$ cat src/rtl/mips_pkg.sv
// Shared definitions for the MIPS instruction-fetch controller.
//   fetch_state_e        : fetch FSM state encoding
//   PC_INC               : sequential PC increment (one 32-bit word)
//   DEFAULT_RESET_VECTOR : first fetch address after reset
//   pc_next()            : sequential next-PC, wraps modulo 2^32
package mips_pkg;

  typedef enum logic [1:0] {
    StIdle   = 2'd0,
    StFetch  = 2'd1,
    StHold   = 2'd2,
    StHalted = 2'd3
  } fetch_state_e;

  localparam logic [31:0] PC_INC               = 32'd4;
  localparam logic [31:0] DEFAULT_RESET_VECTOR = 32'h0000_0000;

  // Plain 32-bit add: 32'hFFFF_FFFC + 4 naturally wraps to 0.
  function automatic logic [31:0] pc_next(input logic [31:0] pc);
    return pc + PC_INC;
  endfunction

endpackage

$ cat src/rtl/mips_fetch_ctrl_if.sv
// Bundle of the fetch controller's memory, decode and redirect signals.
//   master : fetch controller side (drives request, instruction and error outputs)
//   slave  : environment side (memory, decode and branch unit)
interface mips_fetch_ctrl_if;
  logic        imem_req;
  logic [31:0] imem_addr;
  logic        imem_ack;
  logic [31:0] imem_rdata;
  logic        instr_valid;
  logic [31:0] instr;
  logic [31:0] instr_pc;
  logic        instr_ready;
  logic        br_taken;
  logic [31:0] br_target;
  logic        jmp;
  logic [31:0] jmp_target;
  logic        halt;
  logic        fetch_err;

  modport master (
    output imem_req, imem_addr, instr_valid, instr, instr_pc, fetch_err,
    input  imem_ack, imem_rdata, instr_ready, br_taken, br_target, jmp, jmp_target, halt
  );

  modport slave (
    input  imem_req, imem_addr, instr_valid, instr, instr_pc, fetch_err,
    output imem_ack, imem_rdata, instr_ready, br_taken, br_target, jmp, jmp_target, halt
  );
endinterface

$ cat src/rtl/mips_pc_reg.sv
// Program-counter register.
//   i_clk  : clock
//   i_rst  : asynchronous active-high reset, loads RESET_VECTOR
//   i_load : load enable for i_d
//   i_d    : next PC value
//   o_q    : current PC
module mips_pc_reg
  import mips_pkg::*;
#(
  parameter logic [31:0] RESET_VECTOR = DEFAULT_RESET_VECTOR
) (
  input  logic        i_clk,
  input  logic        i_rst,
  input  logic        i_load,
  input  logic [31:0] i_d,
  output logic [31:0] o_q
);

  logic [31:0] r_pc;

  always_ff @(posedge i_clk or posedge i_rst) begin
    if (i_rst) begin
      r_pc <= RESET_VECTOR;
    end else if (i_load) begin
      r_pc <= i_d;
    end
  end

  assign o_q = r_pc;

endmodule

$ cat src/rtl/mips_fetch_ctrl.sv
// Instruction-fetch controller: issues one memory read at a time, holds the
// returned word for decode, and handles jump/branch redirects and halt.
//   i_clk  : clock
//   i_rst  : asynchronous active-high reset
//   if_bus : mips_fetch_ctrl_if.master (memory request/ack, decode handshake,
//            redirect inputs, halt level, fetch-error pulse)
module mips_fetch_ctrl
  import mips_pkg::*;
#(
  parameter logic [31:0] RESET_VECTOR = DEFAULT_RESET_VECTOR
) (
  input  logic                     i_clk,
  input  logic                     i_rst,
  mips_fetch_ctrl_if.master        if_bus
);

  fetch_state_e r_state, w_state_d;

  logic [31:0] w_pc;
  logic        w_pc_load;
  logic [31:0] w_pc_d;

  logic [31:0] r_instr;
  logic [31:0] r_instr_pc;
  logic        w_instr_load;

  // Redirect seen while a request is outstanding; applied when it acks.
  logic        r_redir_vld, w_redir_vld_d;
  logic [31:0] r_redir_tgt, w_redir_tgt_d;
  // Misaligned redirect seen while a request is outstanding: halt on ack.
  logic        r_err_pend, w_err_pend_d;
  logic        r_fetch_err, w_fetch_err_d;

  logic        w_redir;
  logic [31:0] w_tgt;
  logic        w_tgt_bad;
  logic        w_tgt_ok;

  // JMP wins over BR_TAKEN when both pulse together.
  assign w_redir   = if_bus.jmp | if_bus.br_taken;
  assign w_tgt     = if_bus.jmp ? if_bus.jmp_target : if_bus.br_target;
  assign w_tgt_bad = w_redir & (w_tgt[1:0] != 2'b00);
  assign w_tgt_ok  = w_redir & (w_tgt[1:0] == 2'b00);

  mips_pc_reg #(
    .RESET_VECTOR (RESET_VECTOR)
  ) u_pc_reg (
    .i_clk  (i_clk),
    .i_rst  (i_rst),
    .i_load (w_pc_load),
    .i_d    (w_pc_d),
    .o_q    (w_pc)
  );

  always_ff @(posedge i_clk or posedge i_rst) begin
    if (i_rst) begin
      r_state     <= StIdle;
      r_instr     <= 32'h0;
      r_instr_pc  <= 32'h0;
      r_redir_vld <= 1'b0;
      r_redir_tgt <= 32'h0;
      r_err_pend  <= 1'b0;
      r_fetch_err <= 1'b0;
    end else begin
      r_state     <= w_state_d;
      r_redir_vld <= w_redir_vld_d;
      r_redir_tgt <= w_redir_tgt_d;
      r_err_pend  <= w_err_pend_d;
      r_fetch_err <= w_fetch_err_d;
      if (w_instr_load) begin
        r_instr    <= if_bus.imem_rdata;
        r_instr_pc <= w_pc;
      end
    end
  end

  always_comb begin
    w_state_d     = r_state;
    w_pc_load     = 1'b0;
    w_pc_d        = pc_next(w_pc);
    w_instr_load  = 1'b0;
    w_redir_vld_d = r_redir_vld;
    w_redir_tgt_d = r_redir_tgt;
    w_err_pend_d  = r_err_pend;
    w_fetch_err_d = 1'b0;

    unique case (r_state)
      StIdle: begin
        if (w_tgt_bad) begin
          w_fetch_err_d = 1'b1;
          w_state_d     = StHalted;
        end else begin
          if (w_tgt_ok) begin
            w_pc_load = 1'b1;
            w_pc_d    = w_tgt;
          end
          w_state_d = if_bus.halt ? StHalted : StFetch;
        end
      end

      StFetch: begin
        if (w_tgt_bad && !r_err_pend) begin
          w_fetch_err_d = 1'b1;
        end
        if (if_bus.imem_ack) begin
          w_redir_vld_d = 1'b0;
          w_err_pend_d  = 1'b0;
          if (w_tgt_bad || r_err_pend) begin
            w_state_d = StHalted;
          end else if (w_tgt_ok) begin
            // Returned word is stale; refetch from the target straight away.
            w_pc_load = 1'b1;
            w_pc_d    = w_tgt;
          end else if (r_redir_vld) begin
            w_pc_load = 1'b1;
            w_pc_d    = r_redir_tgt;
          end else begin
            w_instr_load = 1'b1;
            w_state_d    = StHold;
          end
        end else if (w_tgt_bad) begin
          w_err_pend_d = 1'b1;
        end else if (w_tgt_ok) begin
          // Request stays up at the old address; only remember the target.
          w_redir_vld_d = 1'b1;
          w_redir_tgt_d = w_tgt;
        end
      end

      StHold: begin
        if (w_tgt_bad) begin
          w_fetch_err_d = 1'b1;
          w_state_d     = StHalted;
        end else if (w_tgt_ok || if_bus.instr_ready) begin
          // A redirect drops the held word; with READY it still counts as taken.
          w_pc_load = 1'b1;
          w_pc_d    = w_tgt_ok ? w_tgt : pc_next(w_pc);
          w_state_d = (if_bus.instr_ready && if_bus.halt) ? StHalted : StFetch;
        end
      end

      StHalted: begin
        w_state_d = StHalted;
      end

      default: begin
        w_state_d = StIdle;
      end
    endcase
  end

  assign if_bus.imem_req    = (r_state == StFetch);
  assign if_bus.imem_addr   = w_pc;
  assign if_bus.instr_valid = (r_state == StHold);
  assign if_bus.instr       = r_instr;
  assign if_bus.instr_pc    = r_instr_pc;
  assign if_bus.fetch_err   = r_fetch_err;

endmodule

$ cat src/flat_wrapper.sv
// flat-port wrapper written by rule: the top's interface ports become plain ports
module mips_fetch_ctrl_flat import mips_pkg::*;
#(
  parameter logic [31:0] RESET_VECTOR = DEFAULT_RESET_VECTOR
)
  (i_clk, i_rst, if_bus_imem_req, if_bus_imem_addr, if_bus_instr_valid, if_bus_instr, if_bus_instr_pc, if_bus_fetch_err, if_bus_imem_ack, if_bus_imem_rdata, if_bus_instr_ready, if_bus_br_taken, if_bus_br_target, if_bus_jmp, if_bus_jmp_target, if_bus_halt);
  mips_fetch_ctrl_if if_bus_i ();
  input  logic i_clk;
  input  logic i_rst;
  output wire logic [$bits(if_bus_i.imem_req)-1:0] if_bus_imem_req;
  output wire logic [$bits(if_bus_i.imem_addr)-1:0] if_bus_imem_addr;
  output wire logic [$bits(if_bus_i.instr_valid)-1:0] if_bus_instr_valid;
  output wire logic [$bits(if_bus_i.instr)-1:0] if_bus_instr;
  output wire logic [$bits(if_bus_i.instr_pc)-1:0] if_bus_instr_pc;
  output wire logic [$bits(if_bus_i.fetch_err)-1:0] if_bus_fetch_err;
  input wire logic [$bits(if_bus_i.imem_ack)-1:0] if_bus_imem_ack;
  input wire logic [$bits(if_bus_i.imem_rdata)-1:0] if_bus_imem_rdata;
  input wire logic [$bits(if_bus_i.instr_ready)-1:0] if_bus_instr_ready;
  input wire logic [$bits(if_bus_i.br_taken)-1:0] if_bus_br_taken;
  input wire logic [$bits(if_bus_i.br_target)-1:0] if_bus_br_target;
  input wire logic [$bits(if_bus_i.jmp)-1:0] if_bus_jmp;
  input wire logic [$bits(if_bus_i.jmp_target)-1:0] if_bus_jmp_target;
  input wire logic [$bits(if_bus_i.halt)-1:0] if_bus_halt;
  assign if_bus_imem_req = if_bus_i.imem_req;
  assign if_bus_imem_addr = if_bus_i.imem_addr;
  assign if_bus_instr_valid = if_bus_i.instr_valid;
  assign if_bus_instr = if_bus_i.instr;
  assign if_bus_instr_pc = if_bus_i.instr_pc;
  assign if_bus_fetch_err = if_bus_i.fetch_err;
  assign if_bus_i.imem_ack = if_bus_imem_ack;
  assign if_bus_i.imem_rdata = if_bus_imem_rdata;
  assign if_bus_i.instr_ready = if_bus_instr_ready;
  assign if_bus_i.br_taken = if_bus_br_taken;
  assign if_bus_i.br_target = if_bus_br_target;
  assign if_bus_i.jmp = if_bus_jmp;
  assign if_bus_i.jmp_target = if_bus_jmp_target;
  assign if_bus_i.halt = if_bus_halt;
  mips_fetch_ctrl #(.RESET_VECTOR(RESET_VECTOR)) u_core (.i_clk(i_clk), .i_rst(i_rst), .if_bus(if_bus_i));
endmodule
$ cat config.mk
export PLATFORM = sky130hd
export DESIGN_NAME = mips_fetch_ctrl_flat
export DESIGN_NICKNAME = d
export VERILOG_FILES = /design/src/rtl/mips_pkg.sv /design/src/rtl/mips_fetch_ctrl_if.sv /design/src/rtl/mips_pc_reg.sv /design/src/rtl/mips_fetch_ctrl.sv /design/src/flat_wrapper.sv
export SDC_FILE = /design/constraint.sdc
export NUM_CORES = 1
export LEC_CHECK = 0
export BUFFER_PORTS_ARGS = -buffer_cell sky130_fd_sc_hd__clkbuf_2
export CAP_MARGIN = 20
export CELL_PAD_IN_SITES_DETAIL_PLACEMENT = 0
export CELL_PAD_IN_SITES_GLOBAL_PLACEMENT = 1
export CORE_MARGIN = 2
export CORE_UTILIZATION = 43
export DETAILED_ROUTE_END_ITERATION = 8
export PLACE_DENSITY = 0.89
export SETUP_SLACK_MARGIN = 0.15
export SYNTH_ARGS = -nofsm -noshare
export SYNTH_HDL_FRONTEND = slang
export SYNTH_SLANG_ARGS = --single-unit
export TNS_END_PERCENT = 10
$ cat constraint.sdc
create_clock -name i_clk -period 9 [get_ports i_clk]
set_input_delay 1.35 -clock i_clk [delete_from_list [all_inputs] [get_ports i_clk]]
set_output_delay 1.35 -clock i_clk [all_outputs]
set_load 0.01 [all_outputs]
==> results.toml <==
[status]
outcome = "finished, final reports clean"

[clock_network]
path_clk_slew_ns = 0.06
tritoncts = "yes"
cts_buffers = 17
clock_path_buffers = 2
clockRootBuffer = "clkbuf_16"
clock-sinks = 133
post_cts_buffers = 0
hold_buffers = 0
clk_latency_ns = 0.42
htree_levels = 4
post_cts_resized = 0

[critical_path]
critPathMaxStageDelay_ns = 0.65
r2r_start = "u_core.r_state[1]"
r2r_setup_slack_ns = 5.12
worstPathCellList = "clkbuf_2, buf_4, nor4b_1, nor2_4, buf_4, nor3_2, buf_4, mux2_2"
worst_r2r_endpoint = "u_core.if_bus.instr[10]"
startpoint_type = "primary input"
worst_ep_required_time_ns = 9.31
cp-end-kind = "register"
cp_common_cell = "buf_4"
crit_buf_inv = 4
cp_top_family = "simple AND/OR/NAND/NOR gates"
cp_slowest_cell = "nor4b_1"
crit_arrival_ns = 4.36
reg2reg_depth = 7
crit_fanout = 46
crit_type = "in2reg"

[routing]
initialDrtViolationCount = 577
remaining_drc_errors = 0
vias_per_cell = 5.74
wire_per_inst_um = 18.3
vias = 6598
drtPass1Iterations = 5
antenna_left = 0
routed_wl_mm = 21.0

[synthesis]
synthMuxAreaShare_pct = 14.6
syn-num-nets = 839
netlist_instances = 735
synth_xor_area_share_pct = 2.66
synth_edf_count = 0
postSynthAreaPerCell_um2 = 9.84
netlist_area_um2 = 7230
synth_area_leaders = "dfrtp_1 46%, mux2_2 11%, a21oi_1 6.0%, mux2i_1 4.0%, nor2_1 3.7%"
ys.flop_type = "dfrtp_1"
yosys.area.top_type = "dfrtp_1"
synth_compound_area_share_pct = 17.9
async_flop_share_pct = 100
yosysWarnings = 0
synth.distinct_cells = 65
synth_top_family_by_area = "compound AO/OA/AOI/OAI gates"
synth_top_area_share_pct = 46.0
synthAdderAreaFrac_pct = 0.173
synth-seq-cells = 133
yosys.area_share.simple_pct = 14.2
ys_seq_area_share_pct = 46.0

[placement]
io_buffers = 201
hpwl_mm = 14.2
place.gp.congestion = 0.826

[finish]
drive_gt1_share_pct = 35.5
diodes = 0
n_fill_cell = 1524
seqCellArea_um2 = 3330
multiInputGateArea_um2 = 3600
final_nets = 1020
syn_to_final_growth_pct = 23.8

[worst_hold_path]
min_to = "u_core.u_pc_reg.o_q[0]"
hp-class = "reg2reg"
whs_path_depth = 1
hp-start = "u_core.r_redir_tgt[0]"

[timing]
period_needed_ns = 4.05
hold_viol_final = 0
timing.final.crit_share_pct = 45.0
tightest_slew_ns = 1.03
whs_ns = 0.492
drv_slew = 0
setup_viol = 0
skew_ns = 0.00861
rsz0062_at_grt = "no"
setup_tns_ns = 0
max_slew_margin_pct = 30.8
clock.fmax_mhz = 247

[floorplan]
io_pins = 202
dieWidth_um = 134
coreArea_um2 = 16500
die_height_um = 134
initial_core_util_pct = 43.8
dieArea_um2 = 17900
rows = 47

[global_routing]
grt_pass1_vias = 6273
grtUsageTotal_pct = 23.8
grt_max_degree = 70
antenna_found_initial = 0
overflow = 0
grt_pass1_wl_mm = 33.4

[flow_run]
cap_violations = 0

[power_and_ir_drop]
power.leakage_nw = 4.34
vdd_drop_max_mv = 0.134
powerDensity_nw_per_um2 = 186
## worst register-to-register path: cells and delay by family (launching register included)
family / cells / cell delay [ns]
buf+inv: 3 / 1.54
simple gates: 2 / 1.14
flops: 1 / 0.45
mux: 1 / 0.43
compound gates: 1 / 0.22
## stage by stage
stage	utilization, %	setup slack, ns	instance area [um^2]	instances	total power, mW
finish	54.2	4.95	8950	1149	1.66
global placement	50.5	4.57	8350	1116	0.960
floorplan	-	4.10	7230	735	0.859
detailed placement	50.5	4.51	8350	1116	0.966
CTS	54.1	4.95	8940	1148	1.67
global route	54.2	4.73	8950	1149	1.73
## final cells by class
class / count / share of cell area [%]
Clock inverter: 13 / 1.66
Sequential cell: 133 / 37.2
Inverter: 9 / 0.433
Tap cell: 220 / 3.07
Multi-Input combinational cell: 540 / 40.2
Timing Repair Buffer: 215 / 12.5
Clock buffer: 19 / 4.95
## placed cells by master (no fill, tap or decap), types with 10 or more instances in the layout
| cell type | netlist | routed |
|---|---|---|
| a21oi_1 | 87 | 87 |
| clkbuf_16 | 0 | 17 |
| mux2_2 | 68 | 68 |
| nor3_1 | 11 | 10 |
| nand2_1 | 42 | 42 |
| a31oi_1 | 20 | 20 |
| xnor2_1 | 11 | 11 |
| nand3_1 | 22 | 22 |
| buf_4 | 1 | 13 |
| clkbuf_2 | 2 | 201 |
| mux2i_1 | 29 | 29 |
| xor2_1 | 11 | 11 |
| dfrtp_1 | 133 | 133 |
| nand4_1 | 13 | 13 |
| o21ai_0 | 39 | 39 |
| nor2_1 | 71 | 69 |
## synthesized netlist by cell type, types with 3 or more instances
library cell and instances:
nand4_1 13, a221o_1 4, a221oi_1 4, o31ai_1 4, nor3_1 11, a211oi_1 9
o32a_1 3, buf_6 3, a31oi_1 20, o211ai_1 8, a21oi_1 87, or3_1 7
nor4_1 4, o22ai_1 3, nor2_1 71, o2bb2ai_1 4, buf_1 8, xor2_1 11
nand2_1 42, clkbuf_8 5, dfrtp_1 133, o21ai_0 39, clkbuf_1 24, nand2b_1 5
or2_2 3, xnor2_1 11, a2bb2oi_1 4, o21a_1 4, and2_1 4, buf_2 10
inv_1 9, mux2i_1 29, nand3_1 22, nor2b_1 4, mux2_2 68, and3_1 9
## routing by layer
| layer | routed length (um) | global-route usage [%] | share of wire, % | up-vias |
|---|---|---|---|---|
| met4 | 376 | 8.10 | 1.8 | 0 |
| li1 | - | - | - | 3068 |
| met1 | 9180 | 31.9 | 44 | 3231 |
| met3 | 1210 | 3.69 | 5.8 | 34 |
| met2 | 10200 | 39.4 | 49 | 265 |
| met5 | 0 | 0 | 0 | - |
## flip-flops by register name (all words and copies together), names as in the netlist
name                     flops
u_core.u_pc_reg.o_q         32
u_core.r_err_pend            1
u_core.r_redir_tgt          32
u_core.if_bus.instr         32
u_core.r_state               2
u_core.r_redir_vld           1
u_core.if_bus.fetch_err      1
u_core.if_bus.instr_pc      32
## how the worst max path moves through the flow
stage,start,to,slack (ns),cells past startpoint
floorplan,i_rst,u_core.if_bus.fetch_err,4.10,1
global placement,if_bus_jmp,u_core.r_redir_tgt[18],4.57,8
detailed placement,if_bus_jmp,u_core.r_redir_tgt[18],4.51,8
CTS,if_bus_jmp,u_core.r_redir_tgt[18],4.95,8
global route,if_bus_jmp,u_core.r_redir_tgt[18],4.73,8
finish,if_bus_jmp,u_core.r_redir_tgt[18],4.95,8
## power breakdown
group          switching [mW]  leakage (nW)  internal, mW  total [mW]
Clock                   0.285         0.275         0.419       0.704
Combinational           0.133          2.29         0.108       0.241
Sequential             0.0627          1.78         0.655       0.718
## cell families after synthesis
family                     after synthesis
and+or+nand+nor                        209
xor gates and xnor gates                22
adders and majority gates                1
muxes                                   97
AOI/OAI and AO/OA                      211
buffers and inverters                   62
DFF                                    133
Power figures use the tool's default switching activity.
